## src/rtl/jtgng_objdraw_gen.sv

```systemverilog
// Sprite line drawer: takes one descriptor, checks it against the line, fetches ROM rows, writes opaque pixels.
// Latency 2 cen cycles when the sprite misses the line, else 2 + (SPRW/8)*9 plus ROM waits; obj_ready is low while busy.
// Backpressure: rom_cs is held with a stable rom_addr until rom_ok is seen on a cen cycle; start aborts at once.
module jtgng_objdraw_gen #(
    parameter int PW   = 4,
    parameter int PALW = 4,
    parameter int CW   = 8,
    parameter int HW   = 9,
    parameter int VW   = 8,
    parameter int SPRW = 16,
    parameter logic [PW-1:0] TRANSP = {PW{1'b1}},
    localparam int FW  = $clog2(SPRW/8),
    localparam int AW  = CW + 4 + FW
) (
    input  logic            clk,
    input  logic            rst_n,
    input  logic            cen,
    input  logic            flip,
    input  logic [VW-1:0]   V,
    input  logic            start,
    input  logic            obj_valid,
    output logic            obj_ready,
    input  logic [CW-1:0]   obj_code,
    input  logic [PALW-1:0] obj_pal,
    input  logic [HW-1:0]   obj_x,
    input  logic [VW-1:0]   obj_y,
    input  logic [1:0]      obj_vlen,
    input  logic            obj_hflip,
    output logic [AW-1:0]   rom_addr,
    output logic            rom_cs,
    input  logic            rom_ok,
    input  logic [8*PW-1:0] rom_data,
    output logic            buf_we,
    output logic [HW-1:0]   buf_addr,
    output logic [PALW+PW-1:0] buf_data,
    output logic            idle
);

    localparam int NF  = SPRW / 8;
    localparam int FCW = (FW > 0) ? FW : 1;

    typedef enum logic [1:0] {IDLE, CHECK, FETCH, DRAW} state_t;

    typedef struct packed {
        logic [CW-1:0]   code;
        logic [PALW-1:0] pal;
        logic [HW-1:0]   x;
        logic [VW-1:0]   y;
        logic [1:0]      vlen;
        logic            hflip;
    } desc_t;

    state_t               state, state_nxt;
    desc_t                desc;
    logic [CW-1:0]        code_eff_r;
    logic [3:0]           row_r;
    logic                 eh_r;
    logic [FCW-1:0]       f_r;
    logic [2:0]           pix_r;
    logic [PW-1:0][7:0]   sh_r;

    logic [VW-1:0]        vf, dy;
    logic [VW:0]          lim;
    logic                 in_zone;
    logic [CW-1:0]        code_eff;
    logic                 eh_c;
    logic [FCW-1:0]       fidx0, f_nxt, fidx_nxt;
    logic [AW-1:0]        addr_chk, addr_nxt;
    logic [PW-1:0]        pix;
    logic                 last_f;

    always_comb begin
        vf       = flip ? ~V : V;
        dy       = vf - desc.y;
        lim      = (VW+1)'(16) << desc.vlen;
        in_zone  = {1'b0, dy} < lim;
        // tall sprites stack consecutive codes: low code bits come from the row
        code_eff = desc.code;
        for (int k = 0; k < 3; k++) begin
            if (k < int'(desc.vlen)) code_eff[k] = dy[4+k];
        end
        eh_c     = desc.hflip ^ flip;
        fidx0    = eh_c ? FCW'(NF-1) : '0;
        addr_chk = (AW'({code_eff, dy[3:0]}) << FW) | AW'(fidx0);
        f_nxt    = f_r + 1'b1;
        fidx_nxt = eh_r ? FCW'(NF-1) - f_nxt : f_nxt;
        addr_nxt = (AW'({code_eff_r, row_r}) << FW) | AW'(fidx_nxt);
        last_f   = (f_r == FCW'(NF-1));
        pix      = '0;
        for (int p = 0; p < PW; p++) begin
            pix[p] = eh_r ? sh_r[p][0] : sh_r[p][7];
        end
    end

    always_comb begin
        state_nxt = state;
        case (state)
            IDLE:  if (obj_valid) state_nxt = CHECK;
            CHECK: state_nxt = in_zone ? FETCH : IDLE;
            FETCH: if (rom_ok) state_nxt = DRAW;
            DRAW:  if (pix_r == 3'd7) state_nxt = last_f ? IDLE : FETCH;
            default: state_nxt = IDLE;
        endcase
        if (start) state_nxt = IDLE;
    end

    always_ff @(posedge clk or negedge rst_n) begin
        if (!rst_n) begin
            state      <= IDLE;
            desc       <= '0;
            code_eff_r <= '0;
            row_r      <= '0;
            eh_r       <= 1'b0;
            f_r        <= '0;
            pix_r      <= '0;
            sh_r       <= '0;
            obj_ready  <= 1'b1;
            idle       <= 1'b1;
            rom_cs     <= 1'b0;
            rom_addr   <= '0;
            buf_we     <= 1'b0;
            buf_addr   <= '0;
            buf_data   <= '0;
        end else if (cen) begin
            state     <= state_nxt;
            obj_ready <= (state_nxt == IDLE);
            idle      <= (state_nxt == IDLE);
            buf_we    <= 1'b0;
            if (start) begin
                rom_cs <= 1'b0;
            end else begin
                case (state)
                    IDLE: if (obj_valid) begin
                        desc <= '{code: obj_code, pal: obj_pal, x: obj_x, y: obj_y,
                                  vlen: obj_vlen, hflip: obj_hflip};
                    end
                    CHECK: begin
                        code_eff_r <= code_eff;
                        row_r      <= dy[3:0];
                        eh_r       <= eh_c;
                        f_r        <= '0;
                        if (in_zone) begin
                            rom_cs   <= 1'b1;
                            rom_addr <= addr_chk;
                        end
                    end
                    FETCH: if (rom_ok) begin
                        sh_r   <= rom_data;
                        rom_cs <= 1'b0;
                        pix_r  <= '0;
                    end
                    DRAW: begin
                        buf_we   <= (pix != TRANSP);
                        buf_addr <= desc.x + HW'({f_r, pix_r});
                        buf_data <= {desc.pal, pix};
                        for (int p = 0; p < PW; p++) begin
                            sh_r[p] <= eh_r ? {1'b0, sh_r[p][7:1]} : {sh_r[p][6:0], 1'b0};
                        end
                        pix_r <= pix_r + 3'd1;
                        if (pix_r == 3'd7 && !last_f) begin
                            f_r      <= f_nxt;
                            rom_addr <= addr_nxt;
                            rom_cs   <= 1'b1;
                        end
                    end
                    default: ;
                endcase
            end
        end
    end

endmodule

```

## config.mk

```make
export PLATFORM = sky130hd
export DESIGN_NAME = jtgng_objdraw_gen
export DESIGN_NICKNAME = d
export VERILOG_FILES = /design/src/rtl/jtgng_objdraw_gen.sv
export SDC_FILE = /design/constraint.sdc
export NUM_CORES = 1
export LEC_CHECK = 0
export ABC_AREA = 0
export CAP_MARGIN = 10
export CORE_MARGIN = 1.5
export CORE_UTILIZATION = 53
export CTS_BUF_LIST = sky130_fd_sc_hd__clkbuf_4 sky130_fd_sc_hd__clkbuf_8
export CTS_CLUSTER_SIZE = 20
export DETAILED_ROUTE_END_ITERATION = 12
export GPL_TIMING_DRIVEN = 0
export MAX_ROUTING_LAYER = met4
export PLACE_DENSITY = 0.81
export SLEW_MARGIN = 0
export SYNTH_ARGS = -nofsm -noshare
export SYNTH_HDL_FRONTEND = slang
export SYNTH_SLANG_ARGS = --single-unit
```

## constraint.sdc

```tcl
create_clock -name clk -period 4.2 [get_ports clk]
set_clock_uncertainty 0.2 [all_clocks]
set_input_delay 0.84 -clock clk [delete_from_list [all_inputs] [get_ports clk]]
set_output_delay 0.84 -clock clk [all_outputs]
set_load 0.005 [all_outputs]
```

==> results.cfg, run 1 <==
[worst_setup_path]
rrSetupSlack_ps = 730
crit_chain = clkdlybuf4s50_1 -> xnor2_1 -> ha_2 -> fa_2 -> nor2b_4 -> o311a_4 -> o31a_1 -> nor3_2 -> ha_1 -> a21oi_2 -> a21oi_2 -> a2111oi_4 -> buf_4 -> mux2_1
worstReg2RegEnd = rom_addr[1]$_DFFE_PN0P_
cp-end-kind = register
r2r-start = desc[4]$_DFFE_PN0P_
critPathBufInv = 2
critical_path.startpoint_type = input pin
path_class = in -> reg
reg2regPathDepth = 13
crit_path_frequent_cell = a21oi_2
cp.arrival_ps = 4190
cp_slowest_stage_delay_ps = 490
cp_max_fo = 4
required_ps = 4330
crit_slowest_cell = clkdlybuf4s50_1
cp.depth = 14
crit_family = compound AO/OA/AOI/OAI gates

[hold_path]
hold_class = in -> async

[routing]
drt-wirelength-per-cell_um = 16.4
route.detailed.drc = 0
first_iter_violations = 251
ant_nets = 0
dr.pass1.iters = 5
viasPerCell = 5.59
vias = 4998
wl_um = 14700

[sta]
period_share_pct = 96.8
setup_viol = 0
timing.fmax_mhz = 246
fin_crit_ps = 4070
worstMarginPinSlew_ps = 736
fin_ws_ps = 135
final-hold-violation-count = 0
maxSlewViolCount = 0
slew_headroom_pct = 50.9

[power_and_ir_drop]
clkPwrFrac_pct = 19.8
p_int_mw = 3.42
p_per_area_mw_per_mm2 = 685
p_seq_share_pct = 38.1
switchingPower_mw = 1.94
swShare_pct = 36.2
ir_drop_mv = 0.387
power_frac_comb_pct = 42.1
p_leak_nw = 3.35

[synth]
ys_seq_area_share_pct = 47.9
synthTopCellsByArea = dfrtp_1 47%, mux2_2 7.8%, nand2_1 5.7%, o21ai_0 5.5%, mux2i_1 5.3%
ys_ff_latch = 116
synth.top_cell.area_share_pct = 47.5
syn-instance-count = 608
netlist_area_mm2 = 0.00606
synth-edff-count = 0
dominantRegCellSynth = dfrtp_1
ys.warnings.count = 0
synth_common_cells = 115 x dfrtp_1, 92 x nand2_1, 66 x o21ai_0, 42 x mux2_2, 32 x mux2i_1
synth_area_per_cell_um2 = 9.97
ys_types = 54
synth-async-reset-ratio_pct = 100
syn_nets = 710
synth_top_area_cell = dfrtp_1
synth_most_common_cell = dfrtp_1

[clock_tree]
cts_max_path_buffers = 2
cts_tree = done
cts_buffers = 17
clock_sinks = 116
worstSkewPairLatency_ps = 440
htree_num_levels = 4
path_clk_slew_ps = 70
cts_hold_buf = 0
cts_root_buf = clkbuf_8

[final_layout]
nFillCells = 858
fin_nets = 843
post-route-util_pct = 71.3
drive_gt1_share_pct = 13.1
area_delta_synth_final_pct = 29.1
antennaDiodeCount = 0

[floorplanning]
io_pins = 113
die_h_um = 110
start_util_pct = 55.2
core_mm2 = 0.0110
die_w_um = 110
dieArea_mm2 = 0.0121
std_cell_rows = 38

[grt]
grt.overflow.total = 0
grt_max_degree = 75
track_usage_pct = 26.9
antenna_found_initial = 0
grt_pass1_vias = 5062
grt_pass1_wl_um = 23700

[placement]
place_ws_ps = -653
port_buffers = 111
finalWeightedCongestion = 0.843
dpl.hpwl_um = 10700

[run]
drv_cap = 0

[outcome]
status = finished clean
registers in the layout (all words and copies together), names as in the netlist:
| register | cells |
|---|---|
| pix_r | 3 |
| state | 2 |
| desc | 27 |
| buf_addr | 9 |
| rom_cs | 1 |
| code_eff_r | 8 |
| buf_we | 1 |
| f_r | 1 |
| sh_r | 32 |
| row_r | 4 |
| code_eff | 5 |
| rom_addr | 13 |
| eh_r | 1 |
| buf_data | 8 |
| idle | 1 |
through the flow:
| step | power (mW) | TNS (ps) | instance area, µm² | std cells | hold slack (ps) |
|---|---|---|---|---|---|
| 6_report | 5.36 | 0 | 7830 | 894 | 203 |
| 5_1_grt | 5.76 | -62.1 | 7830 | 894 | 224 |
| 4_1_cts | 5.34 | 0 | 7800 | 894 | 206 |
| 3_5_place_dp | 4.25 | -8210 | 7370 | 860 | 266 |
| 3_3_place_gp | 4.12 | -262510 | 7350 | 859 | 259 |
| 2_1_floorplan | 3.42 | 0 | 6060 | 608 | 241 |
what timing repair did:
item,CTS,global route
setup buffers,2,0
setup endpoints to repair,12,14
pin swaps,1,1
hold endpoints to repair,0,0
gates resized for setup,0,8
metal layers:
metal	global-route usage [%]	share of wire, %	vias up
li1	-	-	2377
met5	-	0	-
met3	6.58	5.7	16
met2	44.2	51	174
met1	32.0	42	2431
met4	10.0	1.1	0
layout by cell type, fill, tap and decap left out, drive strengths merged, types with 3 or more instances in the layout:
cell type / count
buf: 11
o21ai: 90
a211oi: 4
nand2b: 7
and3: 3
clkinv: 9
o31a: 3
a31o: 3
clkbuf: 46
inv: 22
xnor2: 12
a21oi: 31
clkdlybuf4s50: 110
nand2: 92
nor3: 5
ha: 21
a21o: 3
nand3: 9
dfrtp: 115
a31oi: 4
bufinv: 3
nor2: 20
xor2: 9
o211ai: 3
nor2b: 15
mux2i: 32
mux2: 43
logic make-up (layout without fill, tap and decap cells):
logic type,after synthesis,count (layout),synth area share [%]
adder cells (fa/ha/maj),23,23,5.00
flip-flops,116,116,47.9
AO/OA/AOI/OAI,160,160,15.7
buffers and inverters,57,203,3.70
multiplexers,75,75,13.3
XOR/XNOR,21,21,3.03
AND/OR/NAND/NOR,156,156,11.4
worst register-to-register path: cells and delay by family, from the launching register on:
family / cells / cell delay [ps]
AOI/OAI and AO/OA: 5 / 1160
adders and majority gates: 2 / 560
DFF: 1 / 410
muxes: 1 / 310
buffers and inverters: 2 / 250
xor gates and xnor gates: 1 / 250
and+or+nand+nor: 2 / 230
how the worst max path moves through the flow:
| stage | startpoint | endpoint | slack (ps) |
|---|---|---|---|
| 4_1_cts | V[0] | rom_addr[1]$_DFFE_PN0P_ | 90 |
| 5_1_grt | V[0] | rom_addr[1]$_DFFE_PN0P_ | -30 |
| 3_5_place_dp | V[0] | rom_addr[12]$_DFFE_PN0P_ | -650 |
| 6_report | V[0] | rom_addr[1]$_DFFE_PN0P_ | 130 |
| 3_3_place_gp | rst_n | rom_addr[8]$_DFFE_PN0P_ | -2230 |
| 2_1_floorplan | flip | rom_addr[6]$_DFFE_PN0P_ | 90 |
cell type report:
class / instances / area, µm² / share of cell area, %
flip-flops and latches: 116 / 2900 / 37.1
multi-input cells: 435 / 2960 / 37.8
repair buffers: 114 / 1150 / 14.7
clock inverters: 14 / 161 / 2.06
plain buffers: 35 / 148 / 1.89
inverters: 22 / 82.6 / 1.06
clock buffers: 18 / 248 / 3.17
well taps: 140 / 175 / 2.24
power by group through the flow:
stage	clock network, mW	registers [mW]	logic [mW]
after CTS	1.08	2.03	2.22
after global placement	0	2.01	2.10
after floorplan	0	1.94	1.48
final	1.06	2.04	2.26
after global routing	1.13	2.10	2.53
after detailed placement	0	2.05	2.20
(Power assumes the default switching activity.)
==> inputs of run 2 (changes only) <==
--- a/config.mk
+++ b/config.mk
@@ -15,6 +15,7 @@
 export GPL_TIMING_DRIVEN = 0
 export MAX_ROUTING_LAYER = met4
 export PLACE_DENSITY = 0.81
+export SKIP_LAST_GASP = 1
 export SLEW_MARGIN = 0
 export SYNTH_ARGS = -nofsm -noshare
 export SYNTH_HDL_FRONTEND = slang
==> results of run 2 <==
Same layout as run 1: the final DEF is identical, and so are final timing and power.
==> variant (settings of run 1) <==
Encoding of `state_t`: now Gray code (2 bits for 4 states).
--- a/src/rtl/jtgng_objdraw_gen.sv
+++ b/src/rtl/jtgng_objdraw_gen.sv
@@ -39,7 +39,7 @@
     localparam int NF  = SPRW / 8;
     localparam int FCW = (FW > 0) ? FW : 1;
 
-    typedef enum logic [1:0] {IDLE, CHECK, FETCH, DRAW} state_t;
+    typedef enum logic [1:0] {IDLE = 2'b00, CHECK = 2'b01, FETCH = 2'b11, DRAW = 2'b10} state_t;
 
     typedef struct packed {
         logic [CW-1:0]   code;
Formal check against the unedited RTL: no difference found for any inputs over 4 cycles, from zero or initial values and one cycle with rst_n low; so few cycles prove little.
==> variant against run 1 <==
- wire length fell by 0.48%
- critical endpoint is now rom_addr[10]$_DFFE_PN0P_
- sequential cell count did not move
- die area rose by 0.95%
- design area rose by 0.61%
- utilization fell by 1.7 points
- worst setup slack got worse by 0.017 ns
- synthesized cell count fell by 0.16%
- total power rose by 6.7%
- synthesized area rose by 0.97%
==> variant: results (changes against run 1) <==
metric;value;unit;change
Post-Syn Area per Cell;10.08;um2;+1.1%
capturing point of the worst reg2reg path;rom_addr[10]$_DFFE_PN0P_;;
post-DP HPWL;10.67;mm;-0.36%
nets@finish;842;;-0.12%
met1 Track Usage GR;29.48;%;-2.5 points
largest net degree at the start of global routing;61;;-19%
first-iteration detailed-routing DRC count;264;;+5.2%
top post-synthesis cells by count;dfrtp_1 (115), nand2_1 (88), o21ai_0 (84), mux2_2 (41), mux2i_1 (34);;
status;complete, no violations;;
DP Area;7436;um2;+0.85%
Int Pwr;0.003548;W;+3.8%
Fillers;902;;+5.1%
GR Util met2;42.92;%;-1.3 points
fin crit share;97.19;%;+0.40 points
total power density per cell area;726.3;nW/um2;+6.1%
Worst R2R Start;desc[5]$_DFFE_PN0P_;;
post-synth cell types;61;;+13%
R2R setup slack;0.76;ns;+0.03 ns
vias in the first global route;5112;;+0.99%
Rel. slew slack;51.02;%;+0.086 points
WL/cell;16.27;um;-0.71%
fin cells;896;;+0.22%
Crit Path Max Fanout;10;;+6
Leak;3.409;nW;+1.7%
WL met3;620;um;-26%
first-pass GRT wire length;24.01;mm;+1.1%
met2 wire len;7.540;mm;+1.0%
Vias/cell;5.596;;about the same
pre-CTS setup slack;-0.5014;ns;+0.1519 ns
Root Driver;clkbuf_8;;
wl on met1;6.144;mm;-0.49%
Max VDD drop;0.3936;mV;+1.7%
Crit path largest cell delay;0.47;ns;-0.02 ns
Worst EP arrival;4.25;ns;+0.06 ns
GRT met3 Usage;5.598;%;-0.98 points
sequential area share after synthesis;47.45;%;-0.46 points
DRT Pass-1 Iters;7;;+2
Synth area leaders;dfrtp_1 (47%), mux2_2 (7.5%), o21ai_0 (6.9%);;
WHS;0.2503;ns;+0.04764 ns
Synthesized Nets;709;;-0.14%
share of post-route cells with drive strength above 1;14.74;%;+1.6 points
placed cell count;862;;+0.23%
-- variant: worst register-to-register path: cells and delay by family, from the launching register on --
family	cells	cell delay [ns]
AOI/OAI and AO/OA	5	0.92
adders and majority gates	2	0.63
and+or+nand+nor	4	0.85
buffers and inverters	3	0.42
DFF	1	0.34
-- variant: cell type report --
cell class / count / area share [%]
clock inverters: 15 / 2.304
inverters: 20 / 0.9534
flip-flops and latches: 116 / 36.88
well taps: 143 / 2.272
repair buffers: 114 / 14.62
clock buffers: 17 / 2.972
multi-input cells: 436 / 37.80
plain buffers: 35 / 2.193
-- variant: kinds of logic after synthesis --
family	count (synthesis)	share of synthesized area [%]
buffers and inverters	55	4.028
xor gates and xnor gates	21	3.006
DFF	116	47.45
muxes	79	13.84
AOI/OAI and AO/OA	151	14.50
adders and majority gates	23	4.948
and+or+nand+nor	162	12.23
-- variant: what timing repair did --
item,CTS,global route
pin swaps,1,1
hold buffers,0,0
hold endpoints to repair,0,0
endpoints found under the setup margin,6,17
resized for setup,0,4
setup buffers,0,2
